==> config.mk <==
export PLATFORM = sky130hd
export DESIGN_NAME = wishbone_cmd_master_flat
export DESIGN_NICKNAME = d
export VERILOG_FILES = /design/src/rtl/wishbone_cmd_master_if.sv /design/src/rtl/wishbone_cmd_master.sv /design/src/flat_wrapper.sv
export SDC_FILE = /design/constraint.sdc
export NUM_CORES = 1
export LEC_CHECK = 0
export ABC_AREA = 0
export BUFFER_PORTS_ARGS = -buffer_cell sky130_fd_sc_hd__buf_2
export CAP_MARGIN = 20
export CORE_MARGIN = 4
export CORE_UTILIZATION = 45
export DETAILED_ROUTE_END_ITERATION = 8
export HOLD_SLACK_MARGIN = 0.03
export PLACE_DENSITY = 0.7
export RECOVER_POWER = 25
export SKIP_CTS_REPAIR_TIMING = 1
export SLEW_MARGIN = 30
export SYNTH_ARGS = -nofsm -noshare
export SYNTH_HDL_FRONTEND = slang
export SYNTH_SLANG_ARGS = --single-unit
==> constraint.sdc <==
create_clock -name clk_i -period 3.4 [get_ports clk_i]
set_clock_uncertainty 0.05 [all_clocks]
set_input_delay 0.17 -clock clk_i [delete_from_list [all_inputs] [get_ports clk_i]]
set_output_delay 0.17 -clock clk_i [all_outputs]
set_load 0.02 [all_outputs]
==> src/rtl/wishbone_cmd_master_if.sv <==
// Bundle of command, response and WISHBONE signals for wishbone_cmd_master.
// Signal suffixes (_i/_o) are from the master's point of view.
interface wishbone_cmd_master_if;
  // host command channel
  logic        cmd_valid_i;
  logic        cmd_ready_o;
  logic        cmd_wr_i;
  logic [15:0] cmd_adr_i;
  logic [7:0]  cmd_dat_i;
  logic [3:0]  cmd_len_i;

  // host response channel
  logic        rsp_valid_o;
  logic        rsp_ready_i;
  logic [7:0]  rsp_dat_o;
  logic [1:0]  rsp_status_o;
  logic        rsp_last_o;

  // WISHBONE classic bus
  logic        cyc_o;
  logic        stb_o;
  logic        wr_o;
  logic [15:0] adr_o;
  logic [7:0]  dat_o;
  logic [7:0]  dat_i;
  logic        ack_i;
  logic        err_i;
  logic        rty_i;

  modport master (
    input  cmd_valid_i, cmd_wr_i, cmd_adr_i, cmd_dat_i, cmd_len_i,
    output cmd_ready_o,
    output rsp_valid_o, rsp_dat_o, rsp_status_o, rsp_last_o,
    input  rsp_ready_i,
    output cyc_o, stb_o, wr_o, adr_o, dat_o,
    input  dat_i, ack_i, err_i, rty_i
  );

  modport slave (
    output cmd_valid_i, cmd_wr_i, cmd_adr_i, cmd_dat_i, cmd_len_i,
    input  cmd_ready_o,
    input  rsp_valid_o, rsp_dat_o, rsp_status_o, rsp_last_o,
    output rsp_ready_i,
    input  cyc_o, stb_o, wr_o, adr_o, dat_o,
    output dat_i, ack_i, err_i, rty_i
  );
endinterface

==> src/rtl/wishbone_cmd_master.sv <==
// Single-master WISHBONE initiator: host byte commands become classic cycles
// with retry, error and timeout handling; one response is returned per beat.
module wishbone_cmd_master #(
  parameter int TIMEOUT_CYCLES = 255,
  parameter int MAX_RETRY      = 3
) (
  input  logic                  clk_i,
  input  logic                  rst_n_i,
  wishbone_cmd_master_if.master bus
);

  localparam int TW = (TIMEOUT_CYCLES > 1) ? $clog2(TIMEOUT_CYCLES) : 1;
  localparam int RW = (MAX_RETRY > 0) ? $clog2(MAX_RETRY + 1) : 1;

  localparam logic [TW-1:0] TIMER_LAST = TW'(TIMEOUT_CYCLES - 1);
  localparam logic [RW-1:0] RETRY_MAX  = RW'(MAX_RETRY);

  localparam logic [1:0] ST_OK      = 2'b00;
  localparam logic [1:0] ST_ERR     = 2'b01;
  localparam logic [1:0] ST_RETRY   = 2'b10;
  localparam logic [1:0] ST_TIMEOUT = 2'b11;

  typedef enum logic [1:0] {
    S_IDLE,
    S_STROBE,
    S_BACKOFF,
    S_RESP
  } state_t;

  state_t        state_q, state_d;
  logic          wr_q, wr_d;
  logic [15:0]   adr_q, adr_d;
  logic [7:0]    wdat_q, wdat_d;
  logic [4:0]    beats_q, beats_d;
  logic [RW-1:0] retry_q, retry_d;
  logic [TW-1:0] timer_q, timer_d;
  logic          cyc_q, cyc_d;
  logic          stb_q, stb_d;
  logic          cmd_ready_q, cmd_ready_d;
  logic          rsp_valid_q, rsp_valid_d;
  logic          rsp_last_q, rsp_last_d;
  logic [7:0]    rsp_dat_q, rsp_dat_d;
  logic [1:0]    rsp_status_q, rsp_status_d;

  // Beat failure: set in STROBE, finished by a shared abort path below.
  logic          fail;
  logic [1:0]    fail_status;

  always_comb begin
    state_d      = state_q;
    wr_d         = wr_q;
    adr_d        = adr_q;
    wdat_d       = wdat_q;
    beats_d      = beats_q;
    retry_d      = retry_q;
    timer_d      = timer_q;
    cyc_d        = cyc_q;
    stb_d        = stb_q;
    cmd_ready_d  = 1'b0;
    rsp_valid_d  = rsp_valid_q;
    rsp_last_d   = rsp_last_q;
    rsp_dat_d    = rsp_dat_q;
    rsp_status_d = rsp_status_q;
    fail         = 1'b0;
    fail_status  = ST_OK;

    case (state_q)
      S_IDLE: begin
        if (bus.cmd_valid_i && cmd_ready_q) begin
          wr_d    = bus.cmd_wr_i;
          adr_d   = bus.cmd_adr_i;
          wdat_d  = bus.cmd_dat_i;
          beats_d = bus.cmd_wr_i ? 5'd1 : ({1'b0, bus.cmd_len_i} + 5'd1);
          retry_d = '0;
          timer_d = '0;
          cyc_d   = 1'b1;
          stb_d   = 1'b1;
          state_d = S_STROBE;
        end else begin
          cmd_ready_d = 1'b1;
        end
      end

      S_STROBE: begin
        if (bus.err_i) begin
          fail        = 1'b1;
          fail_status = ST_ERR;
        end else if (bus.rty_i) begin
          if (retry_q < RETRY_MAX) begin
            retry_d = retry_q + RW'(1);
            timer_d = '0;
            stb_d   = 1'b0;
            state_d = S_BACKOFF;
          end else begin
            fail        = 1'b1;
            fail_status = ST_RETRY;
          end
        end else if (bus.ack_i) begin
          rsp_dat_d    = wr_q ? 8'h00 : bus.dat_i;
          rsp_status_d = ST_OK;
          rsp_last_d   = (beats_q == 5'd1);
          rsp_valid_d  = 1'b1;
          // Keep the cycle open only while more beats follow.
          cyc_d        = (beats_q != 5'd1);
          stb_d        = 1'b0;
          state_d      = S_RESP;
        end else if (timer_q == TIMER_LAST) begin
          fail        = 1'b1;
          fail_status = ST_TIMEOUT;
        end else begin
          timer_d = timer_q + TW'(1);
        end
      end

      S_BACKOFF: begin
        stb_d   = 1'b1;
        state_d = S_STROBE;
      end

      S_RESP: begin
        if (bus.rsp_ready_i) begin
          rsp_valid_d = 1'b0;
          rsp_last_d  = 1'b0;
          if (rsp_last_q) begin
            cyc_d       = 1'b0;
            cmd_ready_d = 1'b1;
            state_d     = S_IDLE;
          end else begin
            adr_d   = adr_q + 16'd1;
            retry_d = '0;
            timer_d = '0;
            beats_d = beats_q - 5'd1;
            stb_d   = 1'b1;
            state_d = S_STROBE;
          end
        end
      end

      default: begin
        state_d = S_IDLE;
        cyc_d   = 1'b0;
        stb_d   = 1'b0;
      end
    endcase

    // A failed beat aborts the rest of the command and closes the cycle.
    if (fail) begin
      rsp_dat_d    = 8'h00;
      rsp_status_d = fail_status;
      rsp_last_d   = 1'b1;
      rsp_valid_d  = 1'b1;
      cyc_d        = 1'b0;
      stb_d        = 1'b0;
      state_d      = S_RESP;
    end
  end

  always_ff @(posedge clk_i or negedge rst_n_i) begin
    if (!rst_n_i) begin
      state_q      <= S_IDLE;
      wr_q         <= 1'b0;
      adr_q        <= '0;
      wdat_q       <= '0;
      beats_q      <= '0;
      retry_q      <= '0;
      timer_q      <= '0;
      cyc_q        <= 1'b0;
      stb_q        <= 1'b0;
      cmd_ready_q  <= 1'b0;
      rsp_valid_q  <= 1'b0;
      rsp_last_q   <= 1'b0;
      rsp_dat_q    <= '0;
      rsp_status_q <= '0;
    end else begin
      state_q      <= state_d;
      wr_q         <= wr_d;
      adr_q        <= adr_d;
      wdat_q       <= wdat_d;
      beats_q      <= beats_d;
      retry_q      <= retry_d;
      timer_q      <= timer_d;
      cyc_q        <= cyc_d;
      stb_q        <= stb_d;
      cmd_ready_q  <= cmd_ready_d;
      rsp_valid_q  <= rsp_valid_d;
      rsp_last_q   <= rsp_last_d;
      rsp_dat_q    <= rsp_dat_d;
      rsp_status_q <= rsp_status_d;
    end
  end

  assign bus.cmd_ready_o  = cmd_ready_q;
  assign bus.rsp_valid_o  = rsp_valid_q;
  assign bus.rsp_dat_o    = rsp_dat_q;
  assign bus.rsp_status_o = rsp_status_q;
  assign bus.rsp_last_o   = rsp_last_q;
  assign bus.cyc_o        = cyc_q;
  assign bus.stb_o        = stb_q;
  assign bus.wr_o         = wr_q;
  assign bus.adr_o        = adr_q;
  assign bus.dat_o        = wdat_q;

endmodule
==> src/flat_wrapper.sv <==
// flat-port wrapper written by rule: the top's interface ports become plain ports
module wishbone_cmd_master_flat 
#(
  parameter int TIMEOUT_CYCLES = 255,
  parameter int MAX_RETRY      = 3
)
  (clk_i, rst_n_i, bus_cmd_valid_i, bus_cmd_wr_i, bus_cmd_adr_i, bus_cmd_dat_i, bus_cmd_len_i, bus_cmd_ready_o, bus_rsp_valid_o, bus_rsp_dat_o, bus_rsp_status_o, bus_rsp_last_o, bus_rsp_ready_i, bus_cyc_o, bus_stb_o, bus_wr_o, bus_adr_o, bus_dat_o, bus_dat_i, bus_ack_i, bus_err_i, bus_rty_i);
  wishbone_cmd_master_if bus_i ();
  input  logic clk_i;
  input  logic rst_n_i;
  input wire logic [$bits(bus_i.cmd_valid_i)-1:0] bus_cmd_valid_i;
  input wire logic [$bits(bus_i.cmd_wr_i)-1:0] bus_cmd_wr_i;
  input wire logic [$bits(bus_i.cmd_adr_i)-1:0] bus_cmd_adr_i;
  input wire logic [$bits(bus_i.cmd_dat_i)-1:0] bus_cmd_dat_i;
  input wire logic [$bits(bus_i.cmd_len_i)-1:0] bus_cmd_len_i;
  output wire logic [$bits(bus_i.cmd_ready_o)-1:0] bus_cmd_ready_o;
  output wire logic [$bits(bus_i.rsp_valid_o)-1:0] bus_rsp_valid_o;
  output wire logic [$bits(bus_i.rsp_dat_o)-1:0] bus_rsp_dat_o;
  output wire logic [$bits(bus_i.rsp_status_o)-1:0] bus_rsp_status_o;
  output wire logic [$bits(bus_i.rsp_last_o)-1:0] bus_rsp_last_o;
  input wire logic [$bits(bus_i.rsp_ready_i)-1:0] bus_rsp_ready_i;
  output wire logic [$bits(bus_i.cyc_o)-1:0] bus_cyc_o;
  output wire logic [$bits(bus_i.stb_o)-1:0] bus_stb_o;
  output wire logic [$bits(bus_i.wr_o)-1:0] bus_wr_o;
  output wire logic [$bits(bus_i.adr_o)-1:0] bus_adr_o;
  output wire logic [$bits(bus_i.dat_o)-1:0] bus_dat_o;
  input wire logic [$bits(bus_i.dat_i)-1:0] bus_dat_i;
  input wire logic [$bits(bus_i.ack_i)-1:0] bus_ack_i;
  input wire logic [$bits(bus_i.err_i)-1:0] bus_err_i;
  input wire logic [$bits(bus_i.rty_i)-1:0] bus_rty_i;
  assign bus_i.cmd_valid_i = bus_cmd_valid_i;
  assign bus_i.cmd_wr_i = bus_cmd_wr_i;
  assign bus_i.cmd_adr_i = bus_cmd_adr_i;
  assign bus_i.cmd_dat_i = bus_cmd_dat_i;
  assign bus_i.cmd_len_i = bus_cmd_len_i;
  assign bus_cmd_ready_o = bus_i.cmd_ready_o;
  assign bus_rsp_valid_o = bus_i.rsp_valid_o;
  assign bus_rsp_dat_o = bus_i.rsp_dat_o;
  assign bus_rsp_status_o = bus_i.rsp_status_o;
  assign bus_rsp_last_o = bus_i.rsp_last_o;
  assign bus_i.rsp_ready_i = bus_rsp_ready_i;
  assign bus_cyc_o = bus_i.cyc_o;
  assign bus_stb_o = bus_i.stb_o;
  assign bus_wr_o = bus_i.wr_o;
  assign bus_adr_o = bus_i.adr_o;
  assign bus_dat_o = bus_i.dat_o;
  assign bus_i.dat_i = bus_dat_i;
  assign bus_i.ack_i = bus_ack_i;
  assign bus_i.err_i = bus_err_i;
  assign bus_i.rty_i = bus_rty_i;
  wishbone_cmd_master #(.TIMEOUT_CYCLES(TIMEOUT_CYCLES), .MAX_RETRY(MAX_RETRY)) u_core (.clk_i(clk_i), .rst_n_i(rst_n_i), .bus(bus_i));
endmodule
==> impl_summary.log, run 1 <==
INFO  metric synth_largest_type_area_fraction = 43.6%
INFO  metric synth_edf_count = 0
INFO  metric first_global_vias = 2,768
INFO  metric final-hold-violation-count = 0
INFO  metric worst_r2r_path_depth = 7
INFO  metric critical_path.max_stage_delay = 0.52 ns
INFO  metric pin_count_of_the_biggest_net_entering_global_routing = 39
INFO  metric synthTopCellsByArea = sky130_fd_sc_hd__dfrtp_1, sky130_fd_sc_hd__nand2_1, sky130_fd_sc_hd__ha_1, sky130_fd_sc_hd__mux2_2, sky130_fd_sc_hd__nand3_1
INFO  metric portBuffers = 83
INFO  metric die_area = 8700 um^2
INFO  metric vias = 2,956
INFO  metric antenna_left = 0
INFO  metric clock_tree.htree_level_count = 3
INFO  metric power.density_cell_area = 975 nW/um^2
INFO  metric failed_checks = max-capacitance violations, max-slew violations
INFO  metric syn_nets = 404
INFO  metric setup_ws = 1.02 ns
INFO  metric yosys-top-cells-count = sky130_fd_sc_hd__dfrtp_1, sky130_fd_sc_hd__nand2_1, sky130_fd_sc_hd__nand3_1, sky130_fd_sc_hd__o21ai_0, sky130_fd_sc_hd__nor2_1
INFO  metric drt_wl_total = 8320 um
INFO  metric holdWs = 0.0140 ns
INFO  metric numCtsBuffers = 9
INFO  metric dp_slack = 1.03 ns
INFO  metric most_used_flip_flop_cell_after_synthesis = sky130_fd_sc_hd__dfrtp_1
INFO  metric timing.fmax = 0.420 GHz
INFO  metric fp.dieH = 93.3 um
INFO  metric r2r-start = u_core.state_q[1]
INFO  metric row_count = 30
INFO  metric routed_wire_length_per_instance = 15.1 um
INFO  metric antennaDiodeCount = 0
INFO  metric cts.root.buffer_cell = sky130_fd_sc_hd__clkbuf_8
INFO  metric max_cap_viol_count = 1
INFO  metric place.gp.congestion = 0.839
INFO  metric power.static_leakage = 2.01 nW
INFO  metric maxSlewHeadroom = -36.3%
INFO  metric worst-slew-pin-transition = 2.04 ns
INFO  metric setup_viol_count_final = 0
INFO  metric grt_setup_unrepaired = false
INFO  metric crit_chain = inv_1, ha_1, nor3b_1, a32oi_1, nor2b_1, nand2_1, o21ai_1
INFO  metric setup_total_negative_slack = 0 ns
INFO  metric clkSinkCount = 57
INFO  metric synth_area = 3270 um^2
INFO  metric timing.critical_path.to_type = flip-flop
INFO  metric top_level_ports = 84
INFO  metric synth-seq-area-share = 43.6%
INFO  metric post_drt_via_cell_ratio = 5.36
INFO  metric grt.total_usage = 18.9%
INFO  metric crit_required = 3.61 ns
INFO  metric wire_length_of_the_first_global_routing_pass = 13,000 um
INFO  metric finalNetCount = 508
INFO  metric clock_insertion_delay_at_the_later_pin_of_the_skew_report = 0.34 ns
INFO  metric synth_cell_type_count = 62
INFO  metric cp.arrival = 2.59 ns
INFO  metric cts_max_path_buffers = 2
INFO  metric final_cell_count_no_fill = 551
INFO  metric finalWorstPathRequiredPeriod = 2.38 ns
INFO  metric place.detailed.instances = 517
INFO  metric vdd_ir_drop_max = 0.000381 V
INFO  metric start_util = 47.1%
INFO  metric first_pass_iters = 5
INFO  metric syn_avg_cell_area = 9.43 um^2
INFO  metric synth_cells = 347
INFO  metric area_delta_synth_final = 27.6%
INFO  metric synth-async-reset-ratio = 100%
INFO  metric rr_endpoint = u_core.bus.rsp_dat_o[4]
INFO  metric critPathSlowestCell = sky130_fd_sc_hd__nor2b_1
INFO  metric crit_path_end = u_core.bus.rsp_dat_o[4]
INFO  metric status = complete, but fails checks
INFO  metric core = 6940 um^2
INFO  metric dp_hpwl = 5860 um
INFO  metric yosysMostFrequentCell = sky130_fd_sc_hd__dfrtp_1
INFO  metric r2r_slack = 1.02 ns
INFO  metric fraction_of_final_layout_cells_sized_beyond_drive_strength_1 = 28.6%
INFO  metric final-max-slew-violation-count = 39
INFO  metric post-layout-total-power = 4.07 mW
INFO  metric post-route-util = 60.1%
INFO  metric timing.critical_path.from_type = flip-flop
INFO  metric synth.largest_area_cell = sky130_fd_sc_hd__dfrtp_1
INFO  metric path_class = flip-flop to flip-flop
INFO  metric overflow = 0
INFO  metric antenna_found_initial = 0
INFO  metric drt_iter0_markers = 159
INFO  metric setup.worst_path.start = u_core.state_q[1]
INFO  metric hold_crit_class = primary input to flip-flop
INFO  metric synth.yosys.warnings = 0
INFO  metric final.period_utilization = 70.0%
INFO  metric final_routed_drc_violation_total = 0
INFO  metric finalInstanceArea = 4180 um^2
INFO  metric path_max_fanout = 14
INFO  metric clk_pin_slew = 0.07 ns
INFO  metric die_width = 93.3 um
INFO  metric tritoncts_clock_tree = done
INFO  metric yosys_reg_bits = 57
INFO  metric placed_cell_area = 3770 um^2
==> flip-flops by register name (all words and copies together) (netlist names) <==
register                 cells
u_core.beats_q               5
u_core.bus.adr_o            16
u_core.bus.cmd_ready_o       1
u_core.bus.cyc_o             1
u_core.bus.dat_o             8
u_core.bus.rsp_dat_o         8
u_core.bus.rsp_last_o        1
u_core.bus.rsp_status_o      2
u_core.bus.rsp_valid_o       1
u_core.bus.stb_o             1
u_core.bus.wr_o              1
u_core.retry_q               2
u_core.state_q               2
u_core.timer_q               8
==> where the power goes <==
part	leakage [nW]	switching [mW]	internal (mW)
sequential	0.714	0.276	0.968
combinational	1.18	1.32	0.823
clock	0.112	0.269	0.413
==> cells by family after synthesis <==
family          synth area share, %
xor+xnor                       1.61
compound gates                 20.5
flops                          43.6
simple gates                   19.3
fa+ha+maj                      4.97
buf+inv                        3.44
mux                            6.62
==> routing by layer <==
metal	share of wire, %	global-route usage, %
met3	4.9	3.06
met4	2.1	8.67
met2	47	29.8
met1	46	25.4
met5	0	0
==> layout make-up <==
| class | instances | area, um^2 |
|---|---|---|
| Fill cell | 592 | 2770 |
| Inverter | 11 | 41.3 |
| Tap cell | 96 | 120 |
| Sequential cell | 57 | 1430 |
| Clock buffer | 13 | 179 |
| Multi-Input combinational cell | 265 | 1730 |
| Timing Repair Buffer | 107 | 641 |
| Clock inverter | 2 | 35.0 |
==> worst min path at each step <==
stage | start | endpoint | slack (ns) | cells past startpoint
finish | bus_cmd_adr_i[8] | u_core.bus.adr_o[8] | 0.01 | 3
global route | bus_cmd_dat_i[2] | u_core.bus.dat_o[2] | 0.03 | 2
CTS | rst_n_i | u_core.bus.adr_o[3] | -0.09 | 1
detailed placement | rst_n_i | u_core.bus.rsp_dat_o[5] | 0.28 | 1
global placement | rst_n_i | u_core.bus.rsp_dat_o[5] | 0.27 | 1
floorplan | rst_n_i | u_core.beats_q[0] | -0.18 | 0
==> critical path: cells and delay by family (launching register included) <==
kind,cells,cell delay [ns]
compound gates,2,0.51
fa+ha+maj,1,0.36
buf+inv,1,0.10
flops,1,0.42
simple gates,3,0.86
==> cell usage in the layout, fill, tap and decap left out, types with 3 or more instances in the layout <==
master	synthesis	layout
sky130_fd_sc_hd__nand2_1	48	48
sky130_fd_sc_hd__nor2_1	19	19
sky130_fd_sc_hd__mux2_2	12	12
sky130_fd_sc_hd__buf_2	3	81
sky130_fd_sc_hd__o22ai_1	6	6
sky130_fd_sc_hd__and2_1	3	3
sky130_fd_sc_hd__a22oi_1	7	7
sky130_fd_sc_hd__buf_4	2	5
sky130_fd_sc_hd__inv_1	11	11
sky130_fd_sc_hd__clkbuf_8	0	13
sky130_fd_sc_hd__dfrtp_1	57	57
sky130_fd_sc_hd__or3_1	3	3
sky130_fd_sc_hd__o21ai_0	22	22
sky130_fd_sc_hd__ha_1	13	13
sky130_fd_sc_hd__xor2_1	5	5
sky130_fd_sc_hd__a21oi_1	17	17
sky130_fd_sc_hd__nand3_1	22	22
sky130_fd_sc_hd__a21o_1	3	3
sky130_fd_sc_hd__o211ai_1	5	5
sky130_fd_sc_hd__nor2b_1	3	3
sky130_fd_sc_hd__nand2b_1	3	3
sky130_fd_sc_hd__nand4_1	3	3
sky130_fd_sc_hd__nor3_1	8	8
sky130_fd_sc_hd__dlygate4sd3_1	0	19
sky130_fd_sc_hd__o21ai_1	13	13
sky130_fd_sc_hd__mux2i_1	7	7
Power figures use the tool's default switching activity.
==> run 2: changes to the inputs <==
Clock period 3.4 ns to 2.35 ns, I/O delays scaled along.
==> impl_summary.log, run 2 (synthesis gave the netlist of run 1 again) <==
INFO  metric routed_wire_length_per_instance = 14.5 um (was 15.1 um)
INFO  metric worst-slew-pin-transition = 0.863 ns (was 2.04 ns)
INFO  metric timing.critical_path.to_type = flip-flop (unchanged)
INFO  metric status = completed (was complete, but fails checks)
INFO  metric wire_length_of_the_first_global_routing_pass = 12,800 um (was 13,000 um)
INFO  metric post_drt_via_cell_ratio = 5.33 (was 5.36)
INFO  metric hold_crit_class = primary input to flip-flop (unchanged)
INFO  metric crit_required = 2.52 ns (was 3.61 ns)
INFO  metric pin_count_of_the_biggest_net_entering_global_routing = 28 (was 39)
INFO  metric area_delta_synth_final = 31.5% (was 27.6%)
INFO  metric final-hold-violation-count = 0 (unchanged)
INFO  metric dp_hpwl = 5880 um (was 5860 um)
INFO  metric antennaDiodeCount = 0 (unchanged)
INFO  metric max_cap_viol_count = 0 (was 1)
INFO  metric clk_pin_slew = 0.07 ns (about the same)
INFO  metric timing.critical_path.from_type = flip-flop (unchanged)
INFO  metric power_report.internal_total = 3.17 mW (was 2.20 mW)
INFO  metric tritoncts_clock_tree = done (unchanged)
INFO  metric numCtsBuffers = 9 (unchanged)
INFO  metric pwr-share-clk = 15.5% (was 16.7%)
INFO  metric die_width = 93.3 um (unchanged)
INFO  metric top_level_ports = 84 (unchanged)
INFO  metric finalNetCount = 525 (was 508)
INFO  metric grt_setup_unrepaired = false (unchanged)
INFO  metric fp.dieH = 93.3 um (unchanged)
INFO  metric p_sw_share = 46.1% (was 45.9%)
INFO  metric overflow = 0 (unchanged)
INFO  metric vias = 3,032 (was 2,956)
INFO  metric final-max-slew-violation-count = 0 (was 39)
INFO  metric finalInstanceArea = 4300 um^2 (was 4180 um^2)
INFO  metric core = 6940 um^2 (unchanged)
INFO  metric clock_tree.htree_level_count = 3 (unchanged)
INFO  metric row_count = 30 (unchanged)
INFO  metric path_max_fanout = 8 (was 14)
INFO  metric final.period_utilization = 91.1% (was 70.0%)
INFO  metric fraction_of_final_layout_cells_sized_beyond_drive_strength_1 = 27.7% (was 28.6%)
INFO  metric cts_max_path_buffers = 2 (unchanged)
INFO  metric place.gp.congestion = 0.847 (was 0.839)
INFO  metric antenna_left = 0 (unchanged)
INFO  metric power.density_cell_area = 1370 nW/um^2 (was 975 nW/um^2)
INFO  metric timing.fmax = 0.467 GHz (was 0.420 GHz)
INFO  metric grt.total_usage = 18.3% (was 18.9%)
INFO  metric layout.cells.most_common = sky130_fd_sc_hd__buf_2 (unchanged)
INFO  metric power.combinational.fraction = 54.1% (was 52.7%)
INFO  metric start_util = 47.1% (unchanged)
INFO  metric clock_insertion_delay_at_the_later_pin_of_the_skew_report = 0.33 ns (was 0.34 ns)
INFO  metric power.static_leakage = 2.05 nW (was 2.01 nW)
INFO  metric cp.arrival = 2.31 ns (was 2.59 ns)
INFO  metric worst_r2r_path_depth = 7 (unchanged)
INFO  metric first_global_vias = 2,779 (was 2,768)
INFO  metric top_library_cells_by_usage_in_the_layout_fill_and_taps_aside = sky130_fd_sc_hd__buf_2, sky130_fd_sc_hd__dfrtp_1, sky130_fd_sc_hd__nand2_1 (unchanged)
INFO  metric die_area = 8700 um^2 (unchanged)
INFO  metric path_class = flip-flop to flip-flop (unchanged)
INFO  metric maxSlewHeadroom = 42.5% (was -36.3%)
INFO  metric number_of_flip_flops_in_the_largest_register = 16 (unchanged)
INFO  metric setup_viol_count_final = 0 (unchanged)
INFO  metric power.share.sequential = 30.4% (was 30.6%)
INFO  metric placed_cell_area = 3820 um^2 (was 3770 um^2)
INFO  metric antenna_found_initial = 0 (unchanged)
INFO  metric final_routed_drc_violation_total = 0 (unchanged)
INFO  metric setup_total_negative_slack = 0 ns (unchanged)
INFO  metric clkSinkCount = 57 (unchanged)
INFO  metric setup_ws = 0.210 ns (was 1.02 ns)
INFO  metric dp_slack = 0.234 ns (was 1.03 ns)
INFO  metric first_pass_iters = 5 (unchanged)
INFO  metric hold_critical_path_depth = 3 (unchanged)
INFO  metric drt_wl_total = 8280 um (was 8320 um)
INFO  metric cts.root.buffer_cell = sky130_fd_sc_hd__clkbuf_8 (unchanged)
INFO  metric vdd_ir_drop_max = 0.000630 V (was 0.000381 V)
INFO  metric finalWorstPathRequiredPeriod = 2.14 ns (was 2.38 ns)
INFO  metric netSwitchingPower = 2.71 mW (was 1.87 mW)
INFO  metric num-fill-cells = 582 (was 592)
INFO  metric portBuffers = 83 (unchanged)
INFO  metric drt_iter0_markers = 177 (was 159)
-- run 2: final timing paths --
path,endpoint,slack (ns),from
worst max-delay path,u_core.bus.cyc_o,0.21,u_core.state_q[1]
worst min register to register,u_core.bus.rsp_status_o[0],0.42,u_core.bus.rsp_status_o[0]
worst min-delay path,u_core.bus.adr_o[14],0.02,bus_cmd_adr_i[14]
max in group asynchronous,u_core.timer_q[4],0.68,rst_n_i
worst max register to register,u_core.bus.cyc_o,0.21,u_core.state_q[1]
min in group asynchronous,u_core.bus.rsp_dat_o[2],0.33,rst_n_i
-- run 2: worst max-delay path: stages, from the launching register on --
cell                        delay (ns)
sky130_fd_sc_hd__dfrtp_1          0.43
sky130_fd_sc_hd__inv_1            0.13
sky130_fd_sc_hd__ha_1             0.17
sky130_fd_sc_hd__a21boi_2         0.42
sky130_fd_sc_hd__o21bai_1         0.25
sky130_fd_sc_hd__nand2_1          0.11
sky130_fd_sc_hd__o2111ai_1        0.11
sky130_fd_sc_hd__mux2_2           0.35
-- run 2: per-stage QoR --
step | instances | hold WS [ns] | power [mW] | util [%]
2_1_floorplan | 347 | -0.228 | 4.04 | -
3_3_place_gp | 523 | -0.0162 | 4.87 | 55.0
3_5_place_dp | 523 | -0.0137 | 4.96 | 55.0
4_1_cts | 539 | -0.374 | 5.88 | 57.8
5_1_grt | 569 | 0.0459 | 6.34 | 61.9
6_report | 569 | 0.0181 | 5.88 | 61.9
-- run 2: cell type report --
| cell class | count | area [um^2] | area share, % |
|---|---|---|---|
| timing repair buffer | 124 | 785 | 18.2 |
| tap | 96 | 120 | 2.79 |
| multi-input combinational | 265 | 1730 | 40.3 |
| sequential | 57 | 1430 | 33.2 |
| clock inverter | 5 | 55.1 | 1.28 |
| clock buffer | 11 | 141 | 3.29 |
| inverter | 11 | 41.3 | 0.960 |
-- run 2: layer usage --
metal / global-route usage, % / wire [um]
met3: 3.86 / 513
met4: 6.84 / 132
met2: 29.3 / 3960
met1: 24.3 / 3670
met5: 0 / 0
-- run 2: power groups by stage --
stage / Combinational, mW / Sequential (mW) / Clock [mW]
after detailed placement: 3.16 / 1.80 / 0
after global routing: 3.52 / 1.85 / 0.975
after global placement: 3.10 / 1.78 / 0
after CTS: 3.17 / 1.78 / 0.935
final: 3.18 / 1.79 / 0.911
after floorplan: 1.92 / 2.12 / 0
